[config.mk]
export PLATFORM = sky130hd
export DESIGN_NAME = truth_table_sweeper_flat
export DESIGN_NICKNAME = d
export VERILOG_FILES = /design/src/rtl/sweeper_pkg.sv /design/src/rtl/truth_table_sweeper_if.sv /design/src/rtl/sweep_counter.sv /design/src/rtl/truth_table_sweeper.sv /design/src/flat_wrapper.sv
export SDC_FILE = /design/constraint.sdc
export NUM_CORES = 1
export LEC_CHECK = 0
export BUFFER_PORTS_ARGS = -buffer_cell sky130_fd_sc_hd__buf_2
export CAP_MARGIN = 30
export CORE_MARGIN = 3
export CORE_UTILIZATION = 35
export CTS_BUF_LIST = sky130_fd_sc_hd__clkbuf_4 sky130_fd_sc_hd__clkbuf_8
export CTS_CLUSTER_DIAMETER = 120
export DETAILED_ROUTE_END_ITERATION = 8
export SLEW_MARGIN = 20
export SYNTH_ARGS = -nofsm -noshare
export SYNTH_HDL_FRONTEND = slang
export SYNTH_SLANG_ARGS = --single-unit
[constraint.sdc]
create_clock -name clk -period 7 [get_ports clk]
set_input_delay 0 -clock clk [delete_from_list [all_inputs] [get_ports clk]]
set_output_delay 0 -clock clk [all_outputs]
set_load 0.005 [all_outputs]
[src/rtl/sweeper_pkg.sv]
// Shared types and sizes for the truth-table sweeper: FSM states, vector
// count and the widths derived from it.
package sweeper_pkg;

  localparam int NUM_VECTORS = 32;
  localparam int VEC_W       = 5;
  localparam int CNT_W       = $clog2(NUM_VECTORS + 1);
  localparam int SETTLE_W    = 4;

  typedef enum logic [1:0] {
    IDLE,
    DRIVE,
    SAMPLE,
    DONE
  } state_e;

  // Packs a vector index into the single-bit A..E drive lines, A = MSB.
  function automatic logic [VEC_W-1:0] vec_of(input logic [VEC_W-1:0] idx);
    return idx;
  endfunction

endpackage

[src/rtl/truth_table_sweeper_if.sv]
// Control, golden-table, stimulus and result signals between the sweeper and
// its user. "expect" is a reserved word in SystemVerilog, hence expect_tbl.
interface truth_table_sweeper_if;
  import sweeper_pkg::*;

  logic                   start;
  logic [NUM_VECTORS-1:0] expect_tbl;
  logic                   Y;
  logic                   A, B, C, D, E;
  logic                   busy;
  logic                   done;
  logic [NUM_VECTORS-1:0] result;
  logic [CNT_W-1:0]       mismatch_count;
  logic [VEC_W-1:0]       first_mismatch;

  modport master (
    output start, expect_tbl, Y,
    input  A, B, C, D, E, busy, done, result, mismatch_count, first_mismatch
  );

  modport slave (
    input  start, expect_tbl, Y,
    output A, B, C, D, E, busy, done, result, mismatch_count, first_mismatch
  );

endinterface

[src/rtl/sweep_counter.sv]
// Vector index and settle-cycle counter for the sweeper. The index stops at
// the last vector; it never wraps inside a sweep.
module sweep_counter
  import sweeper_pkg::*;
#(
  parameter int SETTLE = 1
) (
  input  logic             clk,
  input  logic             rst,
  input  logic             clear,
  input  logic             settle_en,
  input  logic             advance,
  output logic [VEC_W-1:0] index,
  output logic             settle_done,
  output logic             last
);

  localparam logic [SETTLE_W-1:0] SETTLE_LAST = SETTLE_W'(SETTLE - 1);
  localparam logic [VEC_W-1:0]    LAST_INDEX  = VEC_W'(NUM_VECTORS - 1);

  logic [VEC_W-1:0]    index_q, index_d;
  logic [SETTLE_W-1:0] settle_q, settle_d;

  assign index       = index_q;
  assign settle_done = (settle_q == SETTLE_LAST);
  assign last        = (index_q == LAST_INDEX);

  // NOTE: every variable gets its hold value first so no path through the
  // block leaves it unassigned, which would infer a latch.
  always_comb begin
    index_d  = index_q;
    settle_d = settle_q;
    if (clear) begin
      index_d  = '0;
      settle_d = '0;
    end else begin
      if (settle_en) begin
        settle_d = settle_done ? '0 : settle_q + 1'b1;
      end
      if (advance && !last) begin
        index_d  = index_q + 1'b1;
        settle_d = '0;
      end
    end
  end

  // NOTE: sequential state uses non-blocking assignments so every flop sees
  // the pre-edge values of the others, independent of statement order.
  always_ff @(posedge clk or posedge rst) begin
    if (rst) begin
      index_q  <= '0;
      settle_q <= '0;
    end else begin
      index_q  <= index_d;
      settle_q <= settle_d;
    end
  end

endmodule

[src/rtl/truth_table_sweeper.sv]
// Walks all 32 input vectors of a 5-input combinational function, samples Y
// after a settle delay, and compares the captured table with a golden one.
module truth_table_sweeper
  import sweeper_pkg::*;
#(
  parameter int SETTLE = 1
) (
  input logic                   clk,
  input logic                   rst,
  truth_table_sweeper_if.slave  bus
);

  state_e                 state_q, state_d;
  logic [NUM_VECTORS-1:0] expect_q, expect_d;
  logic [NUM_VECTORS-1:0] result_q, result_d;
  logic [CNT_W-1:0]       mm_cnt_q, mm_cnt_d;
  logic [VEC_W-1:0]       first_mm_q, first_mm_d;

  logic             cnt_clear;
  logic             cnt_settle_en;
  logic             cnt_advance;
  logic [VEC_W-1:0] index;
  logic             settle_done;
  logic             last;

  sweep_counter #(
    .SETTLE (SETTLE)
  ) u_counter (
    .clk         (clk),
    .rst         (rst),
    .clear       (cnt_clear),
    .settle_en   (cnt_settle_en),
    .advance     (cnt_advance),
    .index       (index),
    .settle_done (settle_done),
    .last        (last)
  );

  // A..E come straight from the index register, so they never glitch; the
  // index is 0 in IDLE and parks at the last vector in DONE.
  assign {bus.A, bus.B, bus.C, bus.D, bus.E} = vec_of(index);

  assign bus.busy           = (state_q == DRIVE) || (state_q == SAMPLE);
  assign bus.done           = (state_q == DONE);
  assign bus.result         = result_q;
  assign bus.mismatch_count = mm_cnt_q;
  assign bus.first_mismatch = first_mm_q;

  always_comb begin
    state_d       = state_q;
    expect_d      = expect_q;
    result_d      = result_q;
    mm_cnt_d      = mm_cnt_q;
    first_mm_d    = first_mm_q;
    cnt_clear     = 1'b0;
    cnt_settle_en = 1'b0;
    cnt_advance   = 1'b0;

    unique case (state_q)
      IDLE, DONE: begin
        if (bus.start) begin
          state_d    = DRIVE;
          expect_d   = bus.expect_tbl;
          result_d   = '0;
          mm_cnt_d   = '0;
          first_mm_d = '0;
          cnt_clear  = 1'b1;
        end
      end
      DRIVE: begin
        cnt_settle_en = 1'b1;
        if (settle_done) state_d = SAMPLE;
      end
      SAMPLE: begin
        result_d[index] = bus.Y;
        if (bus.Y != expect_q[index]) begin
          mm_cnt_d = mm_cnt_q + 1'b1;
          // A zero count means this is the first mismatch of the sweep.
          if (mm_cnt_q == '0) first_mm_d = index;
        end
        if (last) begin
          state_d = DONE;
        end else begin
          state_d     = DRIVE;
          cnt_advance = 1'b1;
        end
      end
      default: state_d = IDLE;
    endcase
  end

  always_ff @(posedge clk or posedge rst) begin
    if (rst) begin
      state_q    <= IDLE;
      expect_q   <= '0;
      result_q   <= '0;
      mm_cnt_q   <= '0;
      first_mm_q <= '0;
    end else begin
      state_q    <= state_d;
      expect_q   <= expect_d;
      result_q   <= result_d;
      mm_cnt_q   <= mm_cnt_d;
      first_mm_q <= first_mm_d;
    end
  end

endmodule
[src/flat_wrapper.sv]
// flat-port wrapper written by rule: the top's interface ports become plain ports
module truth_table_sweeper_flat import sweeper_pkg::*;
#(
  parameter int SETTLE = 1
)
  (clk, rst, bus_start, bus_expect_tbl, bus_Y, bus_A, bus_B, bus_C, bus_D, bus_E, bus_busy, bus_done, bus_result, bus_mismatch_count, bus_first_mismatch);
  truth_table_sweeper_if bus_i ();
  input logic clk;
  input logic rst;
  input wire logic [$bits(bus_i.start)-1:0] bus_start;
  input wire logic [$bits(bus_i.expect_tbl)-1:0] bus_expect_tbl;
  input wire logic [$bits(bus_i.Y)-1:0] bus_Y;
  output wire logic [$bits(bus_i.A)-1:0] bus_A;
  output wire logic [$bits(bus_i.B)-1:0] bus_B;
  output wire logic [$bits(bus_i.C)-1:0] bus_C;
  output wire logic [$bits(bus_i.D)-1:0] bus_D;
  output wire logic [$bits(bus_i.E)-1:0] bus_E;
  output wire logic [$bits(bus_i.busy)-1:0] bus_busy;
  output wire logic [$bits(bus_i.done)-1:0] bus_done;
  output wire logic [$bits(bus_i.result)-1:0] bus_result;
  output wire logic [$bits(bus_i.mismatch_count)-1:0] bus_mismatch_count;
  output wire logic [$bits(bus_i.first_mismatch)-1:0] bus_first_mismatch;
  assign bus_i.start = bus_start;
  assign bus_i.expect_tbl = bus_expect_tbl;
  assign bus_i.Y = bus_Y;
  assign bus_A = bus_i.A;
  assign bus_B = bus_i.B;
  assign bus_C = bus_i.C;
  assign bus_D = bus_i.D;
  assign bus_E = bus_i.E;
  assign bus_busy = bus_i.busy;
  assign bus_done = bus_i.done;
  assign bus_result = bus_i.result;
  assign bus_mismatch_count = bus_i.mismatch_count;
  assign bus_first_mismatch = bus_i.first_mismatch;
  truth_table_sweeper #(.SETTLE(SETTLE)) u_core (.clk(clk), .rst(rst), .bus(bus_i));
endmodule
==> impl_metrics.json, run 1 <==
{
  "yosysTopAreaCell": "dfrtp_1",
  "grt-ovfl-total": 0,
  "yosysSeqAreaShare": 0.5029,
  "synthTopCellsByArea": "dfrtp_1, mux2_2, o21ai_0",
  "die_x_um": 116.6,
  "r2r_start": "u_core.u_counter.index[1]$_DFFE_PP0P_",
  "final.setup.tns_ps": 0,
  "crit_fanout": 19,
  "yosys_warnings": 0,
  "cts_sinks": 86,
  "max_stage_delay_ps": 900,
  "hpwl_um": 7640,
  "cts_setup_buffers": 0,
  "cts-htree-levels": 3,
  "rsz0062_at_grt": "no",
  "hold_end": "u_core.bus.result[15]$_DFFE_PP0P_",
  "synth-simple-area-share": 0.09386,
  "gp_congestion": 0.7621,
  "placed_cells": 599,
  "synth_compound_area_frac": 0.1810,
  "grt_usage": 0.1652,
  "hold_ws_ps": 196.4,
  "antenna_found_initial": 0,
  "postSynthAreaPerCell_um2": 11.00,
  "synth_top_family_by_area": "compound AO/OA/AOI/OAI gates",
  "cts_buffer_depth": 2,
  "crit_arrival_ps": 2970,
  "power.density_mw_per_mm2": 317.4,
  "period_needed_ps": 2726,
  "cts_tree": "done",
  "grt_max_degree": 57,
  "synth_edf_count": 0,
  "synth_xor_area_frac": 0.01199,
  "fin_crit_sh": 0.3895,
  "ff2ff_path_depth": 7,
  "synth_cell_type_count": 45,
  "final_cell_mix": "dfrtp_1, buf_2, o21ai_0, mux2_2, dlygate4sd3_1",
  "synth_fp_nets": 438,
  "power_mw": 1.693,
  "boundaryPins": 86,
  "drt_iter0_drc": 144,
  "pre_cts_slack_ps": 4211,
  "drive_gt1_frac": 0.2990,
  "setup_violations": 0,
  "ctsRootBufferMaster": "clkbuf_8",
  "final_common_cell": "dfrtp_1",
  "max_slew.worst_pin.slew_ps": 844.7,
  "portBuffers": 85,
  "syn-cell-area_mm2": 0.004279,
  "start_kind": "flip-flop",
  "critPathLaunch": "u_core.u_counter.index[1]$_DFFE_PP0P_",
  "synth-main-ff-cell": "dfrtp_1",
  "vias": 3368,
  "drc_errors": 0,
  "nets": 549,
  "r2r_slack_ps": 4270,
  "clk_latency_ps": 360,
  "worstSetupPathType": "flip-flop to flip-flop",
  "initial_core_util": 0.3669,
  "whs_path_depth": 4,
  "wirelength_um": 10710,
  "ys_ff_latch": 86,
  "synth_adder_area_share": 0.03801,
  "num_rows": 39,
  "crit_chain": "mux2i_1, o21ai_0, o21ai_1, nand4_2, xnor2_2, nor2_1, a22o_1",
  "rr_endpoint": "u_core.bus.first_mismatch[0]$_DFFE_PP0P_",
  "hp-start": "bus_Y",
  "cts_made_buffers": 9,
  "grt_pass1_vias": 3437,
  "critPathSlowestCell": "dfrtp_1",
  "die_y_um": 116.6,
  "hold_path_class": "input port to flip-flop",
  "ant_nets": 0,
  "cts_resized": 0,
  "antennaDiodeCount": 0,
  "core-area_mm2": 0.01166,
  "ys_async_sr_fraction": 1.000,
  "wire_per_inst_um": 16.53,
  "outcome": "finished, final reports clean",
  "drv_cap": 0,
  "p_leak_nw": 2.491,
  "fin_worst_skew_ps": 11.41,
  "worst_ep_required_time_ps": 7250,
  "end_kind": "flip-flop",
  "ir_drop_mv": 0.1717,
  "design_area_mm2": 0.005335,
  "slew_headroom": 0.4369,
  "stdcell_count": 648,
  "fin_ws_ps": 4274,
  "place_area_mm2": 0.004825,
  "via_per_inst": 5.198,
  "syn_inst": 389,
  "drv_slew": 0,
  "dieArea_mm2": 0.01359,
  "grt_pass1_wl_um": 17520,
  "drtPass1Iterations": 4,
  "synth.area.mux_share": 0.1360,
  "clkSlewWorstSetupHoldPaths_ps": 80,
  "area_delta_synth_final_pct": 24.68,
  "clock.fmax_ghz": 0.3668,
  "finalHoldViolations": 0,
  "post-route-util": 0.4575,
  "synth_top_area_frac": 0.5029
}
[critical path: cells and delay by family (launching register included)]
family	cells	cell delay, ps
flops	1	900
simple gates	2	350
compound gates	3	590
xor+xnor	1	440
mux	1	330
[synth_stat cells, drive strengths merged (4+ instances only)]
cell type / n
buf: 9
nor3b: 6
and3: 4
clkbuf: 14
a21oi: 5
inv: 12
a21boi: 32
nand2: 15
nand3: 9
dfrtp: 86
mux2i: 12
a22o: 6
ha: 13
mux2: 35
nor2: 13
o21ai: 74
nand2b: 4
[layout make-up]
| cell class | instances | area (um^2) |
|---|---|---|
| Sequential cell | 86 | 2152 |
| Tap cell | 143 | 178.9 |
| Inverter | 12 | 46.29 |
| Multi-Input combinational cell | 268 | 1972 |
| Timing Repair Buffer | 123 | 805.8 |
| Fill cell | 1098 | 6327 |
| Clock buffer | 11 | 145.1 |
| Clock inverter | 5 | 35.03 |
[registers in the layout, indices dropped and copies added, names as in the netlist]
signal,count
u_core.u_counter.index,5
u_core.u_counter.settle_q,4
u_core.bus.result,32
u_core.bus.mismatch_count,6
u_core.expect_q,32
u_core.state_q,2
u_core.bus.first_mismatch,5
[layer usage]
layer	wire length [um]	vias to the layer above	GRT usage
li1	-	1621	-
met1	4792	1647	0.2175
met2	5198	92	0.2719
met3	618	8	0.04611
met4	106	0	0.03899
met5	0	-	0
[how the worst max path moves through the flow]
stage,endpoint,depth (start not counted)
finish,u_core.bus.first_mismatch[0]$_DFFE_PP0P_,7
global route,u_core.bus.first_mismatch[0]$_DFFE_PP0P_,6
CTS,u_core.bus.first_mismatch[0]$_DFFE_PP0P_,7
detailed placement,u_core.bus.first_mismatch[0]$_DFFE_PP0P_,7
global placement,u_core.bus.first_mismatch[1]$_DFFE_PP0P_,7
floorplan,u_core.bus.mismatch_count[2]$_DFFE_PP0P_,8
[what timing repair did]
item	in CTS	in global routing
endpoints found under the hold margin	87	0
endpoints found under the setup margin	0	0
hold buffers	33	0
[kinds of logic after synthesis]
family / after synthesis
compound gates: 128
flops: 86
simple gates: 72
mux: 50
buf+inv: 35
fa+ha+maj: 13
xor+xnor: 5
[report_power, final]
group,switching [mW],internal [mW]
clock,0.180,0.143
combinational,0.332,0.322
sequential,0.0999,0.617
total,0.612,1.08
Power figures use the tool's default switching activity.
==> inputs of run 2 (changes only) <==
==> constraint.sdc (replaced) <==
create_clock -name clk -period 2.8 [get_ports clk]
set_input_delay 0 -clock clk [delete_from_list [all_inputs] [get_ports clk]]
set_output_delay 0 -clock clk [all_outputs]
set_load 0.005 [all_outputs]
==> run 2 against run 1 <==
Net effect:
- via count rose by 0.48%
- worst setup slack got worse by 4000 ps
- hold slack got worse by 46 ps
- cell area rose by 2.4%
- global-route usage rose by 0.36 points
- clock skew barely moved
- clock power rose to 2.9 times the previous value
- first-iteration DRC count fell by 4.9%
- critical path type unchanged
==> impl_metrics.json, run 2 (synthesized netlist as in run 1, its figures left out) <==
{
  "max_stage_delay_ps": 670,
  "die_y_um": 116.6,
  "hp-start": "bus_start",
  "wire_per_inst_um": 16.80,
  "final_common_cell": "dfrtp_1",
  "drive_gt1_frac": 0.3113,
  "grt_max_degree": 55,
  "final_cell_mix": "dfrtp_1, buf_2, o21ai_0, mux2_2, dlygate4sd3_1",
  "ctsRootBufferMaster": "clkbuf_8",
  "portBuffers": 85,
  "fin_ws_ps": 316.0,
  "worst_ep_required_time_ps": 3090,
  "crit_arrival_ps": 2770,
  "cts-htree-levels": 3,
  "cts_sinks": 86,
  "p_leak_nw": 2.567,
  "use_met2": 0.2677,
  "grt-busiest-layer": "met2",
  "hpwl_um": 7736,
  "final-seq-area_mm2": 0.002152,
  "grt_util_met1": 0.2313,
  "initial_core_util": 0.3669,
  "multiInputGateArea_mm2": 0.001983,
  "vias": 3384,
  "rsz0062_at_grt": "no",
  "core-area_mm2": 0.01166,
  "hold_path_class": "input port to flip-flop",
  "fin_crit_sh": 0.8871,
  "ff2ff_path_depth": 7,
  "ant_nets": 0,
  "clk_latency_ps": 350,
  "use_met3": 0.03264,
  "end_kind": "flip-flop",
  "whs_path_depth": 4,
  "period_needed_ps": 2484,
  "r2r_slack_ps": 320,
  "max_slew.worst_pin.slew_ps": 530.9,
  "drv_slew": 0,
  "hold_end": "u_core.u_counter.settle_q[0]$_DFFE_PP0P_",
  "die_x_um": 116.6,
  "crit_fanout": 18,
  "ir_drop_mv": 0.4341,
  "drtPass1Iterations": 4,
  "cts_tree": "done",
  "n_fill_cell": 1058,
  "clock.fmax_ghz": 0.4026,
  "antennaDiodeCount": 0,
  "wirelength_um": 11040,
  "cts_made_buffers": 9,
  "via_per_inst": 5.151,
  "r2r_start": "u_core.u_counter.index[4]$_DFFE_PP0P_",
  "worstSetupPathType": "flip-flop to flip-flop",
  "grt-ovfl-total": 0,
  "cts_buffer_depth": 2,
  "grt_usage": 0.1688,
  "nets": 558,
  "clkSlewWorstSetupHoldPaths_ps": 80,
  "gp_congestion": 0.8384,
  "grt_pass1_wl_um": 17890,
  "area_delta_synth_final_pct": 27.72,
  "fin_worst_skew_ps": 11.79,
  "dieArea_mm2": 0.01359,
  "drc_errors": 0,
  "grt_pass1_vias": 3467,
  "antenna_found_initial": 0,
  "power.density_mw_per_mm2": 819.6,
  "drv_cap": 0,
  "finalHoldViolations": 0,
  "pre_cts_slack_ps": 218.2,
  "critPathSlowestCell": "dfrtp_1",
  "drt_iter0_drc": 137,
  "outcome": "finished, final reports clean",
  "num_rows": 39,
  "slew_headroom": 0.6456,
  "start_kind": "flip-flop",
  "rr_endpoint": "u_core.bus.mismatch_count[3]$_DFFE_PP0P_",
  "post-route-util": 0.4686,
  "setup_violations": 0,
  "final.setup.tns_ps": 0,
  "crit_chain": "inv_1, and3_1, a22oi_1, nand4_2, xnor2_4, or4_1, nand3_1",
  "critPathLaunch": "u_core.u_counter.index[4]$_DFFE_PP0P_",
  "boundaryPins": 86
}
[run 2: changes by cell type in the layout (fill, tap and decap cells not counted), sizes merged]
| cell | previous run | this run |
|---|---|---|
| clkbuf | 11 | 13 |
| bufinv | 0 | 1 |
| clkinv | 5 | 3 |
| buf | 90 | 99 |
| clkinvlp | 1 | 0 |
[run 2: how the worst max path moves through the flow]
stage,endpoint,depth (start not counted)
final,u_core.bus.mismatch_count[3]$_DFFE_PP0P_,7
after global routing,u_core.bus.mismatch_count[3]$_DFFE_PP0P_,7
after CTS,u_core.bus.first_mismatch[3]$_DFFE_PP0P_,7
after detailed placement,u_core.bus.first_mismatch[1]$_DFFE_PP0P_,7
after global placement,u_core.bus.first_mismatch[3]$_DFFE_PP0P_,7
after floorplan,u_core.bus.mismatch_count[2]$_DFFE_PP0P_,8
[run 2: through the flow]
| stage | cells | hold WS (ps) | instance area, um^2 | power, mW |
|---|---|---|---|---|
| finish | 657 | 150.7 | 5465 | 4.479 |
| global route | 657 | 173.5 | 5465 | 4.787 |
| CTS | 656 | 128.5 | 5434 | 4.471 |
| global placement | 607 | 222.9 | 4885 | 3.439 |
| floorplan | 389 | 151.7 | 4279 | 3.040 |
| detailed placement | 607 | 234.1 | 4885 | 3.489 |
[run 2: worst max-delay path: cells and delay by family (launching register included)]
| family | cells | cell delay, ps |
|---|---|---|
| and+or+nand+nor | 4 | 1090 |
| DFF | 1 | 670 |
| xor gates and xnor gates | 1 | 240 |
| buffers and inverters | 1 | 220 |
| AOI/OAI and AO/OA | 1 | 200 |
[run 2: layout make-up]
type / count / share of cell area
clock inverter: 3 / 0.007326
sequential: 86 / 0.3938
timing repair buffer: 132 / 0.1621
tap: 143 / 0.03274
inverter: 12 / 0.008471
clock buffer: 13 / 0.03274
multi-input combinational: 268 / 0.3629
[run 2: power breakdown]
group / switching, mW / total, mW / internal, mW
Combinational: 0.948 / 1.80 / 0.855
Sequential: 0.190 / 1.73 / 1.54
Clock: 0.435 / 0.942 / 0.508
Total: 1.57 / 4.48 / 2.91
[run 2: routing by layer]
layer  up-vias  wire length [um]
li1       1644                 -
met1      1633              5122
met2        92              5129
met3        15               615
met4         0               169
met5         -                 0
[run 2: what timing repair did]
item                                   4_1_cts  5_1_grt
setup endpoints to repair                    0        1
setup buffers                                0        0
hold buffers                                33        0
gates resized for setup                      0        1
endpoints found under the hold margin       85        0
==> inputs of run 3 (changes only) <==
--- a/config.mk
+++ b/config.mk
@@ -12,6 +12,7 @@
 export CTS_BUF_LIST = sky130_fd_sc_hd__clkbuf_4 sky130_fd_sc_hd__clkbuf_8
 export CTS_CLUSTER_DIAMETER = 120
 export DETAILED_ROUTE_END_ITERATION = 8
+export RECOVER_POWER = 50
 export SLEW_MARGIN = 20
 export SYNTH_ARGS = -nofsm -noshare
 export SYNTH_HDL_FRONTEND = slang
==> run 3 against run 2 <==
Net effect:
- core utilization decreased by 0.41 points
- clock skew about the same
- critical path depth unchanged
- critical path type unchanged
- critical endpoint unchanged
- largest power group unchanged
==> impl_metrics.json, run 3 (synthesized netlist as in run 1, its figures left out) <==
{
  "outcome": "finished, final reports clean",
  "p_clk_frac": 0.211,
  "pre_cts_slack_ps": 218.2,
  "via_per_inst": 5.160,
  "clkSlewWorstSetupHoldPaths_ps": 90,
  "hp-start": "bus_start",
  "drt_iter0_drc": 152,
  "die_x_um": 116.6,
  "initial_core_util": 0.3669,
  "cts_buffer_depth": 2,
  "boundaryPins": 86,
  "drv_slew": 0,
  "fin_worst_skew_ps": 12.23,
  "max_stage_delay_ps": 540,
  "clock.fmax_ghz": 0.4051,
  "cts-htree-levels": 3,
  "power.density_mw_per_mm2": 824.8,
  "final.setup.tns_ps": 0,
  "area_delta_synth_final_pct": 26.61,
  "cts_sinks": 86,
  "power_mw": 4.469,
  "hpwl_um": 7736,
  "crit_fanout": 13,
  "ctsRootBufferMaster": "clkbuf_8",
  "cts_made_buffers": 9,
  "fin_ws_ps": 331.8,
  "grt_usage": 0.1688,
  "critPathSlowestCell": "dfrtp_1",
  "stdcell_count": 657,
  "placed_cells": 607,
  "nets": 558,
  "p_comb_frac": 0.401,
  "portBuffers": 85,
  "final_common_cell": "dfrtp_1",
  "gp_congestion": 0.8384,
  "ant_nets": 0,
  "dieArea_mm2": 0.01359,
  "p_int_mw": 2.899,
  "die_y_um": 116.6,
  "slew_headroom": 0.09200,
  "p_sw_frac": 0.3513,
  "rr_endpoint": "u_core.bus.mismatch_count[3]$_DFFE_PP0P_",
  "hold_path_class": "input port to flip-flop",
  "ff2ff_path_depth": 7,
  "final_cell_mix": "dfrtp_1, o21ai_0, buf_2, mux2_2, dlygate4sd3_1",
  "finalHoldViolations": 0,
  "core-area_mm2": 0.01166,
  "path_delay_family": "simple AND/OR/NAND/NOR gates",
  "hold_ws_ps": 143.8,
  "start_kind": "flip-flop",
  "drive_gt1_frac": 0.2607,
  "period_needed_ps": 2468,
  "critPathBufInv": 0,
  "num_rows": 39,
  "grt_max_degree": 55,
  "drtPass1Iterations": 4,
  "wire_per_inst_um": 16.80,
  "clk_latency_ps": 350,
  "grt_pass1_wl_um": 17890,
  "r2r_slack_ps": 330,
  "grt-ovfl-total": 0,
  "drc_errors": 0,
  "crit_arrival_ps": 2760,
  "worst_ep_required_time_ps": 3090,
  "max_slew.worst_pin.slew_ps": 1362,
  "whs_path_depth": 4,
  "setup_violations": 0,
  "drv_cap": 0,
  "rsz0062_at_grt": "no",
  "crit_chain": "mux4_2, nand2_1, o311a_1, nand4_2, xnor2_4, or4_1, nand3_1",
  "antenna_found_initial": 0,
  "grt_pass1_vias": 3467,
  "antennaDiodeCount": 0,
  "end_kind": "flip-flop",
  "worstSetupPathType": "flip-flop to flip-flop",
  "p_switching_mw": 1.570,
  "ir_drop_mv": 0.4363,
  "p_leak_nw": 2.447,
  "wirelength_um": 11040,
  "r2r_start": "u_core.u_counter.index[0]$_DFFE_PP0P_",
  "vias": 3390,
  "hold_end": "u_core.u_counter.settle_q[0]$_DFFE_PP0P_",
  "cts_tree": "done",
  "fin_crit_sh": 0.8815,
  "seqPwrFrac": 0.389
}
[run 3: cell types whose count changed in the layout (fill, tap and decap cells not counted), sizes merged]
cell / previous run / this run
clkbuf: 13 / 38
clkinv: 3 / 2
buf: 99 / 74
clkinvlp: 0 / 1
[run 3: how the worst max path moves through the flow]
| stage | startpoint | end | depth (start not counted) |
|---|---|---|---|
| after global routing | rst | u_core.bus.result[0]$_DFFE_PP0P_ | 4 |
| after global placement | u_core.u_counter.index[0]$_DFFE_PP0P_ | u_core.bus.first_mismatch[3]$_DFFE_PP0P_ | 7 |
| after detailed placement | u_core.u_counter.index[0]$_DFFE_PP0P_ | u_core.bus.first_mismatch[1]$_DFFE_PP0P_ | 7 |
| after floorplan | u_core.u_counter.index[0]$_DFFE_PP0P_ | u_core.bus.mismatch_count[2]$_DFFE_PP0P_ | 8 |
| final | u_core.u_counter.index[0]$_DFFE_PP0P_ | u_core.bus.mismatch_count[3]$_DFFE_PP0P_ | 7 |
| after CTS | u_core.u_counter.index[0]$_DFFE_PP0P_ | u_core.bus.first_mismatch[3]$_DFFE_PP0P_ | 7 |
[run 3: worst min-delay path, cell delays in order]
cell    delay, ps
buf_2          90
and2_1        160
or2_2         170
nor2_1         50
[run 3: power groups by stage]
stage          Combinational (mW)  Clock (mW)  Sequential (mW)
2_1_floorplan                1.34           0             1.70
3_3_place_gp                 1.68           0             1.76
3_5_place_dp                 1.73           0             1.76
4_1_cts                      1.77       0.964             1.74
5_1_grt                      1.97        1.03             1.78
6_report                     1.79       0.942             1.74
[run 3: layout make-up]
cell class | instances | area [um^2]
Multi-Input combinational cell | 268 | 1983
Clock buffer | 13 | 178.9
Clock inverter | 3 | 40.04
Inverter | 12 | 46.29
Tap cell | 143 | 178.9
Timing Repair Buffer | 132 | 838.3
Sequential cell | 86 | 2152
Fill cell | 1071 | 6245
[run 3: per-layer routing]
metal / GRT usage / up-vias / share of wire / wire length (um)
met5: 0 / - / 0 / 0
met4: 0.06116 / 0 / 0.015 / 168
met3: 0.03264 / 15 / 0.059 / 655
met2: 0.2677 / 100 / 0.46 / 5063
met1: 0.2313 / 1629 / 0.47 / 5149
li1: - / 1646 / - / -
[run 3: what timing repair did]
action | CTS | global route
hold buffers | 33 | 0
hold endpoints to repair | 85 | 0
setup endpoints to repair | 0 | 1
setup buffers | 0 | 0
resized for setup | 0 | 1
[run 3: stage by stage]
stage / area, um^2 / utilization
3_5_place_dp: 4885 / 0.4188
3_3_place_gp: 4885 / 0.4188
2_1_floorplan: 4279 / -
6_report: 5418 / 0.4645
5_1_grt: 5418 / 0.4645
4_1_cts: 5434 / 0.4659
